### src/rtl/rv_pkg.sv
// Shared definitions for the register-file write side.
//   XLEN       : data width of a register-file write
//   AW         : register index width (32 architectural registers)
//   REG_X0     : hard-wired zero register; writes to it are dropped
//   wb_entry_t : one pending write as it sits in the ALU result queue
package rv_pkg;

  localparam int unsigned XLEN = 32;
  localparam int unsigned AW   = 5;

  localparam logic [AW-1:0] REG_X0 = 5'd0;

  typedef struct packed {
    logic            valid;
    logic [AW-1:0]   rd_sel;
    logic [XLEN-1:0] data;
  } wb_entry_t;

endpackage

### src/rtl/wb_fifo.sv
// Synchronous circular FIFO holding pending ALU writes.
// Every slot carries a valid bit so the owner can scan all in-flight
// destinations (hazard detection) without walking the pointers.
//
// Ports:
//   clk, rst_n   : clock, asynchronous active-low reset
//   push         : write push_data at the tail (caller guarantees not full)
//   push_data    : entry payload, key field in the top KeyW bits
//   pop          : drop the head entry (caller guarantees not empty)
//   head_data    : payload of the head entry
//   count        : occupancy, 0..Depth
//   entry_valid  : per-slot valid bits
//   entry_key    : per-slot top KeyW bits of the payload (the destination index)
module wb_fifo #(
  parameter int unsigned Depth = 4,   // power of two, >= 2
  parameter int unsigned Width = 37,
  parameter int unsigned KeyW  = 5
) (
  input  logic                             clk,
  input  logic                             rst_n,
  input  logic                             push,
  input  logic [Width-1:0]                 push_data,
  input  logic                             pop,
  output logic [Width-1:0]                 head_data,
  output logic [$clog2(Depth):0]           count,
  output logic [Depth-1:0]                 entry_valid,
  output logic [Depth-1:0][KeyW-1:0]       entry_key
);

  localparam int unsigned PtrW = $clog2(Depth);
  localparam int unsigned CntW = PtrW + 1;

  logic [PtrW-1:0]             rd_ptr_q, rd_ptr_d;
  logic [PtrW-1:0]             wr_ptr_q, wr_ptr_d;
  logic [CntW-1:0]             count_q, count_d;
  logic [Depth-1:0]            valid_q, valid_d;
  logic [Depth-1:0][Width-1:0] mem_q;

  // Depth is a power of two, so pointer overflow is the modulo wrap.
  always_comb begin
    rd_ptr_d = rd_ptr_q;
    wr_ptr_d = wr_ptr_q;
    count_d  = count_q;
    valid_d  = valid_q;

    if (pop) begin
      valid_d[rd_ptr_q] = 1'b0;
      rd_ptr_d          = rd_ptr_q + 1'b1;
    end
    if (push) begin
      valid_d[wr_ptr_q] = 1'b1;
      wr_ptr_d          = wr_ptr_q + 1'b1;
    end

    unique case ({push, pop})
      2'b10:   count_d = count_q + 1'b1;
      2'b01:   count_d = count_q - 1'b1;
      default: count_d = count_q;
    endcase
  end

  always_ff @(posedge clk or negedge rst_n) begin
    if (!rst_n) begin
      rd_ptr_q <= '0;
      wr_ptr_q <= '0;
      count_q  <= '0;
      valid_q  <= '0;
    end else begin
      rd_ptr_q <= rd_ptr_d;
      wr_ptr_q <= wr_ptr_d;
      count_q  <= count_d;
      valid_q  <= valid_d;
    end
  end

  // Payload storage needs no reset: a slot is only observed while its valid bit is set.
  always_ff @(posedge clk) begin
    if (push) begin
      mem_q[wr_ptr_q] <= push_data;
    end
  end

  always_comb begin
    head_data   = mem_q[rd_ptr_q];
    count       = count_q;
    entry_valid = valid_q;
    for (int unsigned i = 0; i < Depth; i++) begin
      entry_key[i] = mem_q[i][Width-1 -: KeyW];
    end
  end

endmodule

### src/rtl/rf_wb_arbiter.sv
// Write-side front end of the 32x32 register file.
// Merges single-cycle ALU results and variable-latency load results into the
// one register-file write port, one write per cycle, and answers decode's
// "is this source register still being written?" question.
//
// Ports:
//   clk, rst_n                : clock, asynchronous active-low reset
//   alu_valid/ready/rd_sel/data : ALU result handshake (queued when busy)
//   ld_valid/ready/rd_sel/data  : load result handshake (held until accepted)
//   wb_we, wb_rd_sel, wb_rd   : registered register-file write port
//   chk_rs1_sel, chk_rs2_sel  : decode source indices to check
//   hazard                    : a checked source has a pending write
//   fifo_count                : ALU queue occupancy (debug)
module rf_wb_arbiter #(
  parameter int unsigned DEPTH = 4,
  parameter int unsigned XLEN  = rv_pkg::XLEN,
  parameter int unsigned AW    = rv_pkg::AW
) (
  input  logic                     clk,
  input  logic                     rst_n,
  input  logic                     alu_valid,
  output logic                     alu_ready,
  input  logic [AW-1:0]            alu_rd_sel,
  input  logic [XLEN-1:0]          alu_data,
  input  logic                     ld_valid,
  output logic                     ld_ready,
  input  logic [AW-1:0]            ld_rd_sel,
  input  logic [XLEN-1:0]          ld_data,
  output logic                     wb_we,
  output logic [AW-1:0]            wb_rd_sel,
  output logic [XLEN-1:0]          wb_rd,
  input  logic [AW-1:0]            chk_rs1_sel,
  input  logic [AW-1:0]            chk_rs2_sel,
  output logic                     hazard,
  output logic [$clog2(DEPTH):0]   fifo_count
);

  import rv_pkg::*;

  localparam int unsigned CW = $clog2(DEPTH) + 1;
  localparam int unsigned EW = AW + XLEN;

  localparam logic [AW-1:0] X0 = AW'(REG_X0);

  // ALU queue
  logic                        fifo_push;
  logic                        fifo_pop;
  logic [EW-1:0]               fifo_head;
  logic [DEPTH-1:0]            entry_valid;
  logic [DEPTH-1:0][AW-1:0]    entry_rd_sel;
  logic                        fifo_empty;
  logic                        alu_hs;

  // Selected source for the write-back stage
  logic                        sel_valid;
  logic [AW-1:0]               sel_rd_sel;
  logic [XLEN-1:0]             sel_data;

  // Write-back stage
  logic                        wb_we_q;
  logic [AW-1:0]               wb_rd_sel_q;
  logic [XLEN-1:0]             wb_rd_q;

  logic                        rs1_hit;
  logic                        rs2_hit;

  wb_fifo #(
    .Depth (DEPTH),
    .Width (EW),
    .KeyW  (AW)
  ) u_fifo (
    .clk         (clk),
    .rst_n       (rst_n),
    .push        (fifo_push),
    .push_data   ({alu_rd_sel, alu_data}),
    .pop         (fifo_pop),
    .head_data   (fifo_head),
    .count       (fifo_count),
    .entry_valid (entry_valid),
    .entry_key   (entry_rd_sel)
  );

  // Readiness depends on registered occupancy only, never on this cycle's dequeue.
  assign fifo_empty = (fifo_count == '0);
  assign alu_ready  = (fifo_count < CW'(DEPTH));
  assign ld_ready   = fifo_empty;
  assign alu_hs     = alu_valid && alu_ready;

  // Source priority: queued ALU results drain first so ALU order is kept;
  // a load may only enter when nothing older is queued, so a load accepted
  // before an ALU result always retires before it.
  always_comb begin
    sel_valid  = 1'b0;
    sel_rd_sel = '0;
    sel_data   = '0;
    fifo_push  = 1'b0;
    fifo_pop   = 1'b0;

    if (!fifo_empty) begin
      fifo_pop                = 1'b1;
      sel_valid               = 1'b1;
      {sel_rd_sel, sel_data}  = fifo_head;
      fifo_push               = alu_hs;
    end else if (ld_valid) begin
      sel_valid  = 1'b1;
      sel_rd_sel = ld_rd_sel;
      sel_data   = ld_data;
      fifo_push  = alu_hs;
    end else if (alu_hs) begin
      // Empty queue and no load: bypass straight into the write-back stage.
      sel_valid  = 1'b1;
      sel_rd_sel = alu_rd_sel;
      sel_data   = alu_data;
    end
  end

  // x0 targets are consumed like any other result but never raise the write enable.
  always_ff @(posedge clk or negedge rst_n) begin
    if (!rst_n) begin
      wb_we_q     <= 1'b0;
      wb_rd_sel_q <= '0;
      wb_rd_q     <= '0;
    end else if (sel_valid) begin
      wb_we_q     <= (sel_rd_sel != X0);
      wb_rd_sel_q <= sel_rd_sel;
      wb_rd_q     <= sel_data;
    end else begin
      wb_we_q     <= 1'b0;
    end
  end

  assign wb_we     = wb_we_q;
  assign wb_rd_sel = wb_rd_sel_q;
  assign wb_rd     = wb_rd_q;

  // Pending writes live either in the write-back stage or in a valid queue slot.
  // Results still sitting on the alu_*/ld_* inputs are the issue logic's concern.
  always_comb begin
    rs1_hit = wb_we_q && (wb_rd_sel_q == chk_rs1_sel);
    rs2_hit = wb_we_q && (wb_rd_sel_q == chk_rs2_sel);
    for (int unsigned i = 0; i < DEPTH; i++) begin
      if (entry_valid[i] && (entry_rd_sel[i] == chk_rs1_sel)) begin
        rs1_hit = 1'b1;
      end
      if (entry_valid[i] && (entry_rd_sel[i] == chk_rs2_sel)) begin
        rs2_hit = 1'b1;
      end
    end
    hazard = (rs1_hit && (chk_rs1_sel != X0)) || (rs2_hit && (chk_rs2_sel != X0));
  end

endmodule

### config.mk
export PLATFORM = sky130hd
export DESIGN_NAME = rf_wb_arbiter
export DESIGN_NICKNAME = d
export VERILOG_FILES = /design/src/rtl/rv_pkg.sv /design/src/rtl/wb_fifo.sv /design/src/rtl/rf_wb_arbiter.sv
export SDC_FILE = /design/constraint.sdc
export NUM_CORES = 1
export LEC_CHECK = 0
export CAP_MARGIN = 20
export CORE_MARGIN = 2
export CORE_UTILIZATION = 60
export CTS_BUF_LIST = sky130_fd_sc_hd__clkbuf_4 sky130_fd_sc_hd__clkbuf_8
export CTS_CLUSTER_SIZE = 30
export DETAILED_ROUTE_END_ITERATION = 8
export HOLD_SLACK_MARGIN = 0.1
export PLACE_DENSITY = 0.85
export SLEW_MARGIN = 40
export SYNTH_ARGS = -nofsm -noshare
export SYNTH_HDL_FRONTEND = slang
export SYNTH_SLANG_ARGS = --single-unit
### constraint.sdc
create_clock -name clk -period 6.8 [get_ports clk]
set_input_delay 1.36 -clock clk [delete_from_list [all_inputs] [get_ports clk]]
set_output_delay 1.36 -clock clk [all_outputs]
set_load 0.005 [all_outputs]
==> metrics.csv <==
stage;metric;value;unit
global_route;antenna_found_initial;0;
die;die_h;122.8;um
sta;clock_skew;0.01427;ns
clock_network;clk_latency;0.47;ns
finish;drive_gt1_frac;0.1142;
place;dp.final_hpwl;13.01;mm
global_route;grt_max_degree;50;
detailed_routing;routed_wirelength;20.62;mm
sta;timing.final.crit_share;0.7129;
die;start_util;0.6128;
sta;maxSlewHeadroom;0.5238;
pwr;ir_worst_vdd;0.2653;mV
place;gp_congestion;0.8888;
run;drv_cap;0;
clock_network;cts_hold_buf;0;
detailed_routing;route.vias.total;5480;
setup_path;worstRegToRegCells;6;
synth;syn_nets;656;
setup_path;reg2reg_slack;3.94;ns
pwr;power_density;397.0;nW/um2
setup_path;start_kind;input port;
detailed_routing;vias_per_cell;6.284;
clock_network;clkSinkCount;197;
synth;ys_ff_latch;197;
sta;setup_violations;0;
setup_path;cpPeakStageDelay;0.58;ns
setup_path;worst_path_max_delay_cell;clkdlybuf4s50_1;
global_route;grt_use_total;0.2854;
setup_path;required;5.44;ns
clock_network;cts_buffers;17;
die;die_w;122.8;um
hold_path;min_from;wb_rd[6]$_DFFE_PN0P_;
clock_network;cts_tree;built;
sta;tightest_slew;0.7143;ns
setup_path;cp_max_fo;6;
sta;timing.fmax;206.3;MHz
finish;final_nets;776;
setup_path;critPathArrivalTime;3.49;ns
place;place.port_buffers;131;
detailed_routing;drt_iter0_markers;622;
finish;fin_cells;872;
global_route;grt_pass1_wl;31.06;mm
detailed_routing;ant_nets;0;
detailed_routing;drc;0;
sta;hold_viol;0;
global_route;overflow;0;
global_route;grt_pass1_vias;5691;
synth;netlist_area;8473;um2
synth;avgSynthCellArea;15.16;um2
clock_network;h-tree-depth;4;
place;dp_cells;840;
synth;ys_warn_count;0;
finish;layout_commonest_cell;edfxtp_1;
clock_network;cts.path.max_buffers;2;
finish;post-route-util;0.7462;
setup_path;endpoint_kind;output port;
setup_path;r2r-start;u_fifo.count[2]$_DFFE_PN0P_;
setup_path;r2r_end;u_fifo.mem_q[122]$_DFFE_PP_;
die;rows;43;
clock_network;cts-root-buf;clkbuf_8;
synth;yosysUniqueCellTypes;32;
clock_network;post_cts_buffers;0;
sta;period_needed;4.848;ns
clock_network;cts-resized-gates;0;
hold_path;worstHoldPathCells;2;
die;io_pins;132;
sta;tns;0;ns
pwr;p_leak;3.717;nW
die;core-area;13830;um2
outcome;status;completed;
setup_path;critical_path_buf_inv_count;2;
setup_path;criticalPathCategory;in2out;
sta;rsz0062_at_grt;false;
setup_path;crit_path_cell_trace;clkdlybuf4s50_1 > xor2_1 > nor4_1 > nand3_1 > nand3_1 > a311oi_1 > o21ai_0 > clkdlybuf4s50_1;
hold_path;min_to;wb_rd[6]$_DFFE_PN0P_;
finish;final_cell_mix;edfxtp_1, clkdlybuf4s50_1, nand2_1;
finish;fillers;842;
setup_path;path_delay_family;buffers and inverters;
finish;num_antenna_cells;0;
detailed_routing;dr.pass1.iters;5;
hold_path;hp-class;reg2reg;
sta;maxSlewViolCount;0;
synth;syn_inst;559;
clock_network;cts.clk_slew.worst_paths;0.09;ns
die;design.die.area;15090;um2
finish;area_growth_syn_to_layout;21.77;%
detailed_routing;wire_per_inst;23.65;um
sta;holdWs;0.5368;ns
synth;yosysSeqAreaShare;0.6692;
-- power breakdown --
group | switching [mW] | total (mW) | internal (mW)
sequential | 0.254 | 1.88 | 1.62
clock | 0.381 | 0.774 | 0.394
combinational | 0.706 | 1.45 | 0.740
total | 1.34 | 4.10 | 2.75
-- worst max-delay path by stage --
stage	startpoint	to	slack, ns	cells after the start
final	chk_rs2_sel[3]	hazard	1.95	8
after global routing	chk_rs2_sel[1]	hazard	1.80	8
after CTS	chk_rs2_sel[3]	hazard	1.99	8
after detailed placement	chk_rs2_sel[3]	hazard	1.99	8
after global placement	chk_rs2_sel[1]	hazard	2.02	8
after floorplan	chk_rs2_sel[1]	hazard	3.12	7
-- through the flow --
step	instance area [um2]	total power [mW]	worst slack, ns
after detailed placement	9899	3.329	1.991
after floorplan	8473	2.685	3.119
after global routing	10320	4.294	1.803
final	10320	4.096	1.952
after CTS	10320	4.102	1.989
after global placement	9892	3.247	2.023
-- cell type report --
class / count / area, um2 / area share
clock inverters: 9 / 132.6 / 0.01285
multi-input cells: 315 / 2603 / 0.2522
clock buffers: 23 / 285.3 / 0.02765
well taps: 180 / 225.2 / 0.02183
repair buffers: 138 / 1359 / 0.1317
flip-flops and latches: 197 / 5675 / 0.5501
inverters: 10 / 37.54 / 0.003638
-- flip-flops by register name (all words and copies together) (netlist names) --
signal / cells
wb_we: 1
u_fifo.entry_key: 20
u_fifo.count: 3
u_fifo.rd_ptr_q: 2
wb_rd_sel: 5
u_fifo.wr_ptr_q: 2
u_fifo.entry_valid: 4
u_fifo.mem_q: 128
wb_rd: 32
-- synth_stat cells --
cell	number	area, um2
a21o_1	8	60.06
a21oi_1	34	170.2
a221oi_1	4	35.03
a22oi_1	1	7.510
a311oi_1	1	8.760
a31oi_1	2	12.51
and2_1	4	25.02
and3_1	1	6.260
buf_1	3	11.26
buf_2	13	65.06
buf_4	4	30.03
buf_6	1	11.26
clkbuf_1	16	60.06
dfrtp_1	49	1226
edfxtp_1	148	4444
fa_1	1	20.02
ha_1	8	100.1
inv_1	10	37.54
mux4_1	4	105.1
mux4_2	33	743.2
nand2_1	48	180.2
nand2b_1	1	6.260
nand3_1	13	65.06
nor2_1	45	168.9
nor3_1	1	5.000
nor4_1	11	68.82
o21ai_0	6	30.03
o221ai_1	32	280.3
o22ai_1	3	18.77
or4_1	2	15.01
xnor2_1	12	105.1
xor2_1	40	350.3
-- worst min-delay path: stages (launching register included) --
cell and delay (ns):
dfrtp_1 0.35, nor2_1 0.05, a21oi_1 0.10
-- cells by family (layout without fill, tap and decap cells) --
family | Yosys count | count (layout) | synth area share
buf+inv | 47 | 180 | 0.02540
xor+xnor | 52 | 52 | 0.05375
simple gates | 126 | 126 | 0.06379
fa+ha+maj | 9 | 9 | 0.01418
flops | 197 | 197 | 0.6692
mux | 37 | 37 | 0.1001
compound gates | 91 | 91 | 0.07354
-- metal layers --
layer / share of wire / up-vias / GRT usage
met5: 0 / - / 0
met4: 0.024 / 0 / 0.1121
met3: 0.090 / 47 / 0.05530
met2: 0.51 / 321 / 0.4713
met1: 0.38 / 2745 / 0.3779
li1: - / 2367 / -
Note: power is estimated with default switching activity, not from simulation.
